--- src/rtl/vga_timing_gen.sv ---
`timescale 1ns/1ps
// vga_timing_gen: pixel-clock enable, raster counters and decoded sync/blank
// signals for a VGA raster (640x480@60 Hz with the default parameters).
// col/row are the counter registers themselves. Every decoded output is
// combinational from them, so they line up with col/row with no offset.
// Downstream stages sample col/row/blank in the pixel_en cycle.
module vga_timing_gen #(
    parameter int H_VISIBLE = 640,
    parameter int H_FP      = 16,
    parameter int H_SYNC    = 96,
    parameter int H_BP      = 48,
    parameter int V_VISIBLE = 480,
    parameter int V_FP      = 10,
    parameter int V_SYNC    = 2,
    parameter int V_BP      = 33,
    parameter int CLK_DIV   = 2,
    parameter int WIDTH     = 10
) (
    input  logic             clock,
    input  logic             reset,
    output logic             pixel_en,
    output logic [WIDTH-1:0] col,
    output logic [WIDTH-1:0] row,
    output logic             hsync_n,
    output logic             vsync_n,
    output logic             blank,
    output logic             line_start,
    output logic             frame_start
);

    localparam int H_TOTAL   = H_VISIBLE + H_FP + H_SYNC + H_BP;
    localparam int V_TOTAL   = V_VISIBLE + V_FP + V_SYNC + V_BP;
    localparam int MAX_TOTAL = (H_TOTAL > V_TOTAL) ? H_TOTAL : V_TOTAL;
    localparam int DIV_W     = (CLK_DIV > 1) ? $clog2(CLK_DIV) : 1;

    localparam logic [DIV_W-1:0] DIV_LAST = DIV_W'(CLK_DIV - 1);
    localparam logic [WIDTH-1:0] H_LAST   = WIDTH'(H_TOTAL - 1);
    localparam logic [WIDTH-1:0] V_LAST   = WIDTH'(V_TOTAL - 1);
    localparam logic [WIDTH-1:0] H_VIS    = WIDTH'(H_VISIBLE);
    localparam logic [WIDTH-1:0] V_VIS    = WIDTH'(V_VISIBLE);
    localparam logic [WIDTH-1:0] HS_FIRST = WIDTH'(H_VISIBLE + H_FP);
    localparam logic [WIDTH-1:0] HS_LAST  = WIDTH'(H_VISIBLE + H_FP + H_SYNC - 1);
    localparam logic [WIDTH-1:0] VS_FIRST = WIDTH'(V_VISIBLE + V_FP);
    localparam logic [WIDTH-1:0] VS_LAST  = WIDTH'(V_VISIBLE + V_FP + V_SYNC - 1);

    // Parameter sanity: a zero divider or counters too narrow for the raster
    // would silently produce a broken picture, so stop at elaboration.
    if (CLK_DIV < 1) begin : g_bad_div
        $error("vga_timing_gen: CLK_DIV must be >= 1");
    end
    if ((longint'(1) << WIDTH) < longint'(MAX_TOTAL)) begin : g_bad_width
        $error("vga_timing_gen: WIDTH too small for H_TOTAL/V_TOTAL");
    end

    logic [DIV_W-1:0] div_q, div_d;
    logic [WIDTH-1:0] col_q, col_d;
    logic [WIDTH-1:0] row_q, row_d;
    logic             h_sync_phase;
    logic             v_sync_phase;

    // Reset overrides the enable so no pixel advance can leak through it.
    assign pixel_en = (div_q == DIV_LAST) && !reset;

    // Next divider value: count 0..CLK_DIV-1 and wrap.
    always_comb begin
        div_d = div_q + DIV_W'(1);
        if (div_q == DIV_LAST) begin
            div_d = '0;
        end
    end

    // Next raster position: advance one pixel on pixel_en, wrapping the line
    // and then the frame.
    always_comb begin
        col_d = col_q;
        row_d = row_q;
        if (pixel_en) begin
            if (col_q != H_LAST) begin
                col_d = col_q + WIDTH'(1);
            end else begin
                col_d = '0;
                if (row_q != V_LAST) begin
                    row_d = row_q + WIDTH'(1);
                end else begin
                    row_d = '0;
                end
            end
        end
    end

    // Divider and raster counter registers with synchronous reset to (0,0).
    always_ff @(posedge clock) begin
        if (reset) begin
            div_q <= '0;
            col_q <= '0;
            row_q <= '0;
        end else begin
            div_q <= div_d;
            col_q <= col_d;
            row_q <= row_d;
        end
    end

    // Phase decode straight from the counters; vsync covers whole lines,
    // porch columns included.
    always_comb begin
        h_sync_phase = (col_q >= HS_FIRST) && (col_q <= HS_LAST);
        v_sync_phase = (row_q >= VS_FIRST) && (row_q <= VS_LAST);
    end

    assign col         = col_q;
    assign row         = row_q;
    assign hsync_n     = !h_sync_phase;
    assign vsync_n     = !v_sync_phase;
    assign blank       = (col_q >= H_VIS) || (row_q >= V_VIS);
    assign line_start  = pixel_en && (col_q == '0);
    assign frame_start = pixel_en && (col_q == '0) && (row_q == '0);

endmodule

--- config.mk ---
export PLATFORM = sky130hd
export DESIGN_NAME = vga_timing_gen
export DESIGN_NICKNAME = d
export VERILOG_FILES = /design/src/rtl/vga_timing_gen.sv
export SDC_FILE = /design/constraint.sdc
export NUM_CORES = 1
export LEC_CHECK = 0
export ABC_AREA = 1
export CAP_MARGIN = 15
export CORE_UTILIZATION = 52
export DETAILED_ROUTE_END_ITERATION = 12
export HOLD_SLACK_MARGIN = 0.12
export PLACE_DENSITY = 0.92
export SYNTH_ARGS = -nofsm -noshare
export SYNTH_HDL_FRONTEND = slang
export SYNTH_SLANG_ARGS = --single-unit
--- constraint.sdc ---
create_clock -name clock -period 3.46 [get_ports clock]
set_clock_uncertainty 0.1 [all_clocks]
set_input_delay 0.865 -clock clock [delete_from_list [all_inputs] [get_ports clock]]
set_output_delay 0.865 -clock clock [all_outputs]
set_load 0.03 [all_outputs]
# Word level (Yosys, flattened, before mapping)
# Index checks and enable logic that the tools add are counted.
# word_totals
ff_bits,21
inputBits,2
out_inout_bits,26
wordCells,30
# op_classes
add_sub_neg,3
order_cmp,6
eq_ne,2
mux,2
bitwise,1
n_reduce_logical,13
# ops
op,n
10-bit by 1-bit adder with 10-bit output (second input constant),2
10-bit greater-or-equal comparator (second input constant),2
10-bit by 9-bit greater-or-equal comparator with 1-bit output (second input constant),2
10-bit zero test,2
10-bit two-way mux,2
10-bit != test (second input constant),2
10-bit less-or-equal comparator (second input constant),1
10-bit by 9-bit less-or-equal comparator with 1-bit output (second input constant),1
1-bit logical AND,5
1-bit zero test,3
2-bit AND reduction,1
2-bit OR reduction,1
1-bit adder (second input constant),1
1-bit logical OR,1
1-bit NOT,1

# Longest topological paths before layout
# Gate-level depths: netlist (run 1).
# logic_depth
depth_word,4
ltp_mapped,9
depth_no_buf,9

# Worst setup path after synthesis (run 1)
# No wires, ideal clock.
# synth_path
kind,in2out
from,in reset
to,out frame_start
t_arrival_ns,1.899
t_required_ns,2.495
slack_ns,0.596
path_stages,5
path_buffers,0
path_cell_list,inv_4 > nand2_4 > nor3_1 > nand3_1 > nor3_1
# synth_between
elab_chain_cells,4
# synth_lines
element,line_no,source
"start, declared",20,"input logic reset,"
1-bit zero test,62,assign pixel_en = (div_q == DIV_LAST) && !reset;
1-bit logical AND,62,
1-bit logical AND (2 in series),117,assign frame_start = pixel_en && (col_q == '0) && (row_q == '0);
"end, declared",28,output logic frame_start
# Every way passes these cells.

# Final worst setup path (run 1)
# layout_path
from,in reset
to,out pixel_en
# layout_between
elab_chain_cells,2
# layout_lines
element,line_no,source
1-bit zero test,62,
1-bit logical AND,62,
"end, declared",21,"output logic pixel_en,"
# Every way passes these cells.

==> impl_metrics.tcl, run 1 <==
set metrics [dict create \
    cellLeakagePower_nw 0.725 \
    dp_cells 259 \
    synth_top_area_share_pct 31.6 \
    cts_max_level 1 \
    seqPwrFrac_pct 61.1 \
    min_path_type "flip-flop to flip-flop" \
    min_path_cells 2 \
    coreArea_mm2 0.00232 \
    antenna_found_initial 0 \
    cts_sinks 21 \
    worstSetupStartpointType "input port" \
    post_route_cells_drive_above_1_share_pct 10.2 \
    slew_headroom_pct 71.0 \
    crit_path_frequent_cell "clkdlybuf4s50_1" \
    drc 0 \
    cts-root-buf "clkbuf_4" \
    initial_utilization_pct 57.4 \
    timing.rr.end "row[3]" \
    fillers 194 \
    crit_fanout 7 \
    viasPerCell 5.27 \
    synth_top_cell_by_area "dfxtp_1" \
    synth_edf_count 0 \
    synth-seq-cells 21 \
    vias 1385 \
    max_freq_ghz 0.309 \
    grt_max_degree 13 \
    ys_seq_area_share_pct 31.6 \
    switching_share_pct 25.6 \
    clkTransAtPathRegs_ns 0.12 \
    numCtsBuffers 3 \
    rr_startpoint "col[1]" \
    rsz0062_at_grt "false" \
    antenna_cells 0 \
    grt_pass1_vias 1179 \
    drtIter0Drc 28 \
    synth_most_common_cell "nand2_1" \
    cts_tree "done" \
    wirelength_um 3040 \
    area.growth.synth_to_final_pct 25.2 \
    rows 17 \
    dr.pass1.iters 5 \
    drv_cap 0 \
    switching_power_w 0.000103 \
    synth-main-ff-cell "dfxtp_1" \
    synthTopCellsByArea "dfxtp_1 32%, nand2_1 14%, nor2_1 7.9%" \
    dieArea_mm2 0.00277 \
    power.density_mw_per_mm2 243 \
    finalWeightedCongestion 0.923 \
    p_int_w 0.000301 \
    slew_violations 0 \
    die_h_um 52.6 \
    required_ns 2.49 \
    fin_crit_sh_pct 93.5 \
    path_cells "clkdlybuf4s50_1 > inv_4 > nand2_4 > clkinv_4 > clkdlybuf4s50_1" \
    routedWlPerCell_um 11.5 \
    cts.path.max_buffers 2 \
    cp-end-kind "primary output" \
    ant_nets 0 \
    crit_arrival_ns 2.27 \
    syn_avg_cell_area_um2 6.56 \
    synth_warnings 0 \
    nets 243 \
    synth_common_cells "48 x nand2_1, 28 x nor2_1, 27 x inv_1" \
    hpwl_um 2380 \
    hold_path_startpoint "row[6]" \
    netlist_instances 203 \
    fin_area_mm2 0.00167 \
    critical-path-top-delay-family "buffers and inverters" \
    post_cts_buffers 0 \
    slowest_stage "clkdlybuf4s50_1" \
    io_buffers 27 \
    r2r_slack_ns 1.82 \
    fin_cells 263 \
    hold_end "row[6]" \
    worst_pin_slew_ns 0.431 \
    syn_nets 210 \
    combPwrFrac_pct 9.6 \
    clk_latency_ns 0.31 \
    grt_overflow 0 \
    netlist_area_mm2 0.00133 \
    track_usage_pct 24.2 \
    final-hold-violation-count 0 \
    peakVddDrop_v 0.000363 \
    outcome "finished clean" \
    num_io_pins 28 \
    setup_viol 0 \
    path_buf_inv 4 \
    holdWs_ns 0.413 \
    synth_cell_types 24 \
    ctsHoldBuffers 0 \
    setup-tns-final_ns 0 \
    grt_pass1_wl_um 4980 \
    cts_resized 0 \
    min_period_ns 3.23 \
    rr_worst_depth 8 \
    critical_path_class "input port to primary output" \
    clkPwrFrac_pct 29.3 \
    cp_slowest_stage_delay_ns 0.66 \
    die_w_um 52.6 \
    placed_cell_area_mm2 0.00164 \
    ys_async_sr_fraction_pct 0 \
]
## sequential cells by signal, summed over array words and instances (netlist names)
register  count
col          10
div_q         1
row          10
## layout by cell type (no fill, tap or decap), types with 5 or more instances in the layout
| cell | n |
|---|---|
| clkdlybuf4s50_1 | 25 |
| nand2_1 | 48 |
| nor3_1 | 12 |
| nand3_1 | 17 |
| a21oi_1 | 7 |
| nand4_1 | 6 |
| ha_1 | 5 |
| o21ai_0 | 9 |
| dfxtp_1 | 21 |
| nor2_1 | 28 |
| inv_1 | 27 |
## area by class of cell
type                       instances  area, um2  share of cell area [%]
multi-input combinational        149        779                    46.8
sequential                        21        420                    25.2
timing repair buffer              28        273                    16.4
inverter                          33        131                    7.88
tap                               28       35.0                    2.10
clock buffer                       3       22.5                    1.35
clock inverter                     1       5.00                   0.300
## cell families (layout without fill, tap and decap cells)
| kind of cell | Yosys count | count (layout) | synth area share (%) |
|---|---|---|---|
| compound gates | 18 | 18 | 7.14 |
| fa+ha+maj | 5 | 5 | 4.70 |
| buf+inv | 33 | 65 | 9.87 |
| flops | 21 | 21 | 31.6 |
| simple gates | 126 | 126 | 46.7 |
## tightest hold or removal path: cells and delay by family (launching register included)
kind            cells  cell delay, ns
flops               1            0.36
simple gates        1            0.07
compound gates      1            0.05
## power groups by stage
stage / Combinational [W] / Sequential [W] / Clock [W]
floorplan: 0.0000209 / 0.000256 / 0
global placement: 0.0000384 / 0.000253 / 0
detailed placement: 0.0000388 / 0.000253 / 0
CTS: 0.0000389 / 0.000247 / 0.000122
global route: 0.0000424 / 0.000248 / 0.000132
finish: 0.0000389 / 0.000247 / 0.000119
## worst max-delay path by stage
stage | from | end | slack [ns] | cells past startpoint
6_report | reset | pixel_en | 0.23 | 5
5_1_grt | reset | pixel_en | 0.16 | 5
4_1_cts | reset | pixel_en | 0.22 | 5
3_5_place_dp | reset | pixel_en | 0.23 | 5
3_3_place_gp | reset | pixel_en | 0.22 | 5
2_1_floorplan | reset | frame_start | 0.60 | 5
## metal layers
layer | routed length [um] | vias to the layer above | track usage [%]
li1 | - | 717 | -
met1 | 1390 | 613 | 32.7
met2 | 1390 | 51 | 38.4
met3 | 221 | 4 | 6.38
met4 | 33 | 0 | 4.82
met5 | 0 | - | 0
## per-stage QoR
stage                     worst slack, ns  power [W]  util (%)
final                               0.226   0.000405      71.9
after global routing                0.165   0.000422      71.9
after CTS                           0.222   0.000408      71.9
after detailed placement            0.226   0.000291      70.7
after global placement              0.222   0.000291      70.7
after floorplan                     0.596   0.000277         -
(Power assumes the default switching activity.)
==> run 2, diff against run 1 <==
--- a/config.mk
+++ b/config.mk
@@ -10,7 +10,7 @@
 export CORE_UTILIZATION = 52
 export DETAILED_ROUTE_END_ITERATION = 12
 export HOLD_SLACK_MARGIN = 0.12
-export PLACE_DENSITY = 0.92
+export PLACE_DENSITY = 0.84
 export SYNTH_ARGS = -nofsm -noshare
 export SYNTH_HDL_FRONTEND = slang
 export SYNTH_SLANG_ARGS = --single-unit
==> impl_metrics.tcl, run 2 (synthesized netlist as in run 1, its figures left out) <==
set metrics [dict create \
    outcome "finished clean" \
    nets 243 \
    rows 17 \
    clkTransAtPathRegs_ns 0.13 \
    slew_violations 0 \
    cts_tree "done" \
    cts.path.max_buffers 2 \
    ant_nets 0 \
    worst_pin_slew_ns 0.424 \
    crit_arrival_ns 2.29 \
    coreArea_mm2 0.00232 \
    final_core_util_pct 71.9 \
    min_path_type "flip-flop to flip-flop" \
    drtIter0Drc 43 \
    post_cts_buffers 0 \
    grt_overflow 0 \
    setup-tns-final_ns 0 \
    vias 1411 \
    routedWlPerCell_um 12.1 \
    finalPower_w 0.000409 \
    cellLeakagePower_nw 0.725 \
    drv_cap 0 \
    required_ns 2.49 \
    area.growth.synth_to_final_pct 25.2 \
    numCtsBuffers 3 \
    die_w_um 52.6 \
    clk_latency_ns 0.30 \
    grt_pass1_vias 1222 \
    mostFrequentLayoutCells "48 x nand2_1, 28 x nor2_1, 27 x inv_1" \
    worstSetupStartpointType "input port" \
    preCtsSetupSlack_ns 0.203 \
    min_period_ns 3.26 \
    dp_cells 259 \
    drc 0 \
    antenna_cells 0 \
    die_h_um 52.6 \
    crit_fanout 7 \
    dr.pass1.iters 4 \
    critical_path_class "input port to primary output" \
    cp-endpoint "pixel_en" \
    final_common_cell "nand2_1" \
    cp-end-kind "primary output" \
    antenna_found_initial 0 \
    post_route_cells_drive_above_1_share_pct 10.2 \
    peakVddDrop_v 0.000251 \
    finalWeightedCongestion 0.952 \
    grt_max_degree 13 \
    io_buffers 27 \
    grt_pass1_wl_um 5220 \
    max_freq_ghz 0.307 \
    track_usage_pct 25.4 \
    fin_crit_sh_pct 94.2 \
    rr_startpoint "col[0]" \
    timing.rr.end "row[3]" \
    cts_sinks 21 \
    fin_ws_ns 0.202 \
    cts_resized 0 \
    slew_headroom_pct 71.5 \
    num_io_pins 28 \
    final-hold-violation-count 0 \
    rsz0062_at_grt "false" \
    initial_utilization_pct 57.4 \
    cts-root-buf "clkbuf_4" \
    power.density_mw_per_mm2 245 \
    hpwl_um 2480 \
    cts_max_level 1 \
    fin_cells 263 \
    viasPerCell 5.37 \
    setup_viol 0 \
    wirelength_um 3180 \
    dieArea_mm2 0.00277 \
    rr_worst_depth 8 \
    r2r_slack_ns 1.81 \
    crit_start "reset" \
    ctsHoldBuffers 0 \
]
run 2: area by class of cell:
cell class | instances | area, um2
Tap cell | 28 | 35.0
Clock inverter | 1 | 5.00
Clock buffer | 3 | 22.5
Fill cell | 204 | 652
Timing Repair Buffer | 28 | 273
Inverter | 33 | 131
Multi-Input combinational cell | 149 | 779
Sequential cell | 21 | 420
run 2: worst min path at each step:
stage                     cells after the start  endpoint  slack (ns)   start
final                                         1     div_q        0.41   div_q
after global routing                          2    row[6]        0.44  row[6]
after detailed placement                      1     div_q        0.39   div_q
after global placement                        2    row[6]        0.39  row[6]
after CTS                                     1     div_q        0.41   div_q
after floorplan                               1     div_q        0.37   div_q
run 2: power by group:
part / switching, W / internal (W)
registers: 0.00000274 / 0.000244
clock network: 0.0000791 / 0.0000431
logic: 0.0000255 / 0.0000137
run 2: layer usage:
| layer | share of wire, % | up-vias | global-route usage (%) |
|---|---|---|---|
| met5 | 0 | - | 0 |
| met4 | 0.91 | 0 | 6.58 |
| met3 | 5.6 | 4 | 2.61 |
| met2 | 45 | 47 | 40.5 |
| met1 | 49 | 641 | 36.0 |
| li1 | - | 719 | - |
run 2: worst max-delay path: stages:
cell and delay, ns:
clkdlybuf4s50_1 0.47, inv_4 0.11, nand2_4 0.09, clkinv_4 0.09, clkdlybuf4s50_1 0.67
run 2: metrics by stage:
step	cell area [um2]	hold WS (ns)
floorplan	1330	0.375
global placement	1640	0.393
detailed placement	1640	0.395
CTS	1670	0.414
global route	1670	0.440
finish	1670	0.408
==> run 3, diff against run 2 <==
--- a/config.mk
+++ b/config.mk
@@ -6,11 +6,11 @@
 export NUM_CORES = 1
 export LEC_CHECK = 0
 export ABC_AREA = 1
-export CAP_MARGIN = 15
-export CORE_UTILIZATION = 52
+export CAP_MARGIN = 20
+export CORE_UTILIZATION = 54
 export DETAILED_ROUTE_END_ITERATION = 12
 export HOLD_SLACK_MARGIN = 0.12
-export PLACE_DENSITY = 0.84
+export PLACE_DENSITY = 0.87
 export SYNTH_ARGS = -nofsm -noshare
 export SYNTH_HDL_FRONTEND = slang
 export SYNTH_SLANG_ARGS = --single-unit
==> impl_metrics.tcl, run 3 (synthesized netlist as in run 1, its figures left out) <==
set metrics [dict create \
    cp_slowest_stage_delay_ns 0.67 \
    num_io_pins 28 \
    required_ns 2.49 \
    preCtsSetupSlack_ns 0.209 \
    nets 243 \
    routedWlPerCell_um 12.4 \
    track_usage_pct 27.3 \
    mostFrequentLayoutCells "48 x nand2_1, 28 x nor2_1, 27 x inv_1" \
    initial_utilization_pct 58.5 \
    ant_nets 0 \
    slew_headroom_pct 72.8 \
    cts.path.max_buffers 2 \
    rr_worst_depth 8 \
    viasPerCell 5.51 \
    min_path_cells 1 \
    drv_cap 0 \
    dieArea_mm2 0.00267 \
    rsz0062_at_grt "false" \
    path_buf_inv 4 \
    hpwl_um 2520 \
    register_area_um2 420 \
    numCtsBuffers 3 \
    post_cts_buffers 0 \
    dr.pass1.iters 4 \
    cts_sinks 21 \
    cts_tree "done" \
    wirelength_um 3250 \
    grt_pass1_wl_um 5350 \
    crit_arrival_ns 2.28 \
    drtIter0Drc 71 \
    cts_max_level 1 \
    min_period_ns 3.25 \
    vias 1449 \
    antenna_found_initial 0 \
    area.growth.synth_to_final_pct 25.1 \
    max_freq_ghz 0.308 \
    crit_fanout 7 \
    worstSetupStartpointType "input port" \
    fin_crit_sh_pct 93.9 \
    clkTransAtPathRegs_ns 0.12 \
    finalWeightedCongestion 0.926 \
    power.density_mw_per_mm2 247 \
    slowest_stage "clkdlybuf4s50_1" \
    final_common_cell "nand2_1" \
    antenna_cells 0 \
    setup_viol 0 \
    fin_ws_ns 0.212 \
    min_path_type "flip-flop to flip-flop" \
    hold_end "div_q" \
    crit_path_frequent_cell "clkdlybuf4s50_1" \
    multi_input_area_um2 779 \
    drc 0 \
    coreArea_mm2 0.00228 \
    cts_resized 0 \
    rows 17 \
    fillers 184 \
    die_w_um 51.7 \
    outcome "finished clean" \
    final-hold-violation-count 0 \
    grt_overflow 0 \
    peakVddDrop_v 0.000209 \
    post_route_cells_drive_above_1_share_pct 9.79 \
    critical_path_class "input port to primary output" \
    cts-root-buf "clkbuf_4" \
    clk_latency_ns 0.31 \
    worst_pin_slew_ns 0.405 \
    path_cells "clkdlybuf4s50_1 > inv_4 > nand2_4 > clkinv_4 > clkdlybuf4s50_1" \
    ctsHoldBuffers 0 \
    grt_max_degree 12 \
    cellLeakagePower_nw 0.722 \
    critical-path-top-delay-family "buffers and inverters" \
    timing.rr.end "row[3]" \
    setup-tns-final_ns 0 \
    slew_violations 0 \
    grt_pass1_vias 1272 \
    die_h_um 51.7 \
    r2r_slack_ns 1.77 \
    hold_path_startpoint "div_q" \
    cp-end-kind "primary output" \
    io_buffers 27 \
    rr_startpoint "col[1]" \
]
==> run 3: cell types whose count changed in the layout (fill, tap and decap cells not counted), sizes merged <==
cell    delta
clkinv     -1
clkbuf     +1
==> run 3: worst register-to-register path: stages, from the launching register on <==
cell	delay, ns
dfxtp_1	0.40
ha_1	0.24
nand3_1	0.15
nor2_4	0.17
nand3_2	0.12
nand2_4	0.15
nand2_2	0.11
nand3_1	0.11
inv_1	0.04
==> run 3: per-stage QoR <==
step / cells / utilization, % / hold slack, ns / total power (W) / instance area (um2)
after global placement: 259 / 72.0 / 0.396 / 0.000291 / 1640
after global routing: 263 / 73.2 / 0.444 / 0.000427 / 1670
after CTS: 263 / 73.2 / 0.416 / 0.000414 / 1670
final: 263 / 73.2 / 0.420 / 0.000412 / 1670
after detailed placement: 259 / 72.0 / 0.398 / 0.000293 / 1640
after floorplan: 203 / - / 0.375 / 0.000277 / 1330
==> run 3: where the power goes <==
part           leakage, nW  internal [W]  switching [W]
sequential           0.170      0.000244     0.00000275
combinational        0.537     0.0000140      0.0000260
clock               0.0150     0.0000451      0.0000795
total                0.722      0.000304       0.000108
==> run 3: worst max-delay path by stage <==
| stage | depth (start not counted) | start | end | slack, ns |
|---|---|---|---|---|
| after floorplan | 5 | reset | frame_start | 0.60 |
| after global placement | 5 | reset | pixel_en | 0.22 |
| after detailed placement | 5 | reset | pixel_en | 0.21 |
| after CTS | 5 | reset | pixel_en | 0.20 |
| after global routing | 5 | reset | pixel_en | 0.17 |
| final | 5 | reset | pixel_en | 0.21 |
==> run 3: area by class of cell <==
cell class,instances,share of cell area [%]
Inverter,33,7.89
Timing Repair Buffer,28,16.4
Sequential cell,21,25.2
Tap cell,28,2.10
Clock buffer,4,1.58
Multi-Input combinational cell,149,46.8
==> run 3: layer usage <==
metal  part of all wire (%)  global-route usage (%)
met4                    2.5                    17.6
met2                     46                    42.6
met3                    7.1                    4.97
met5                      0                       0
met1                     45                    34.1
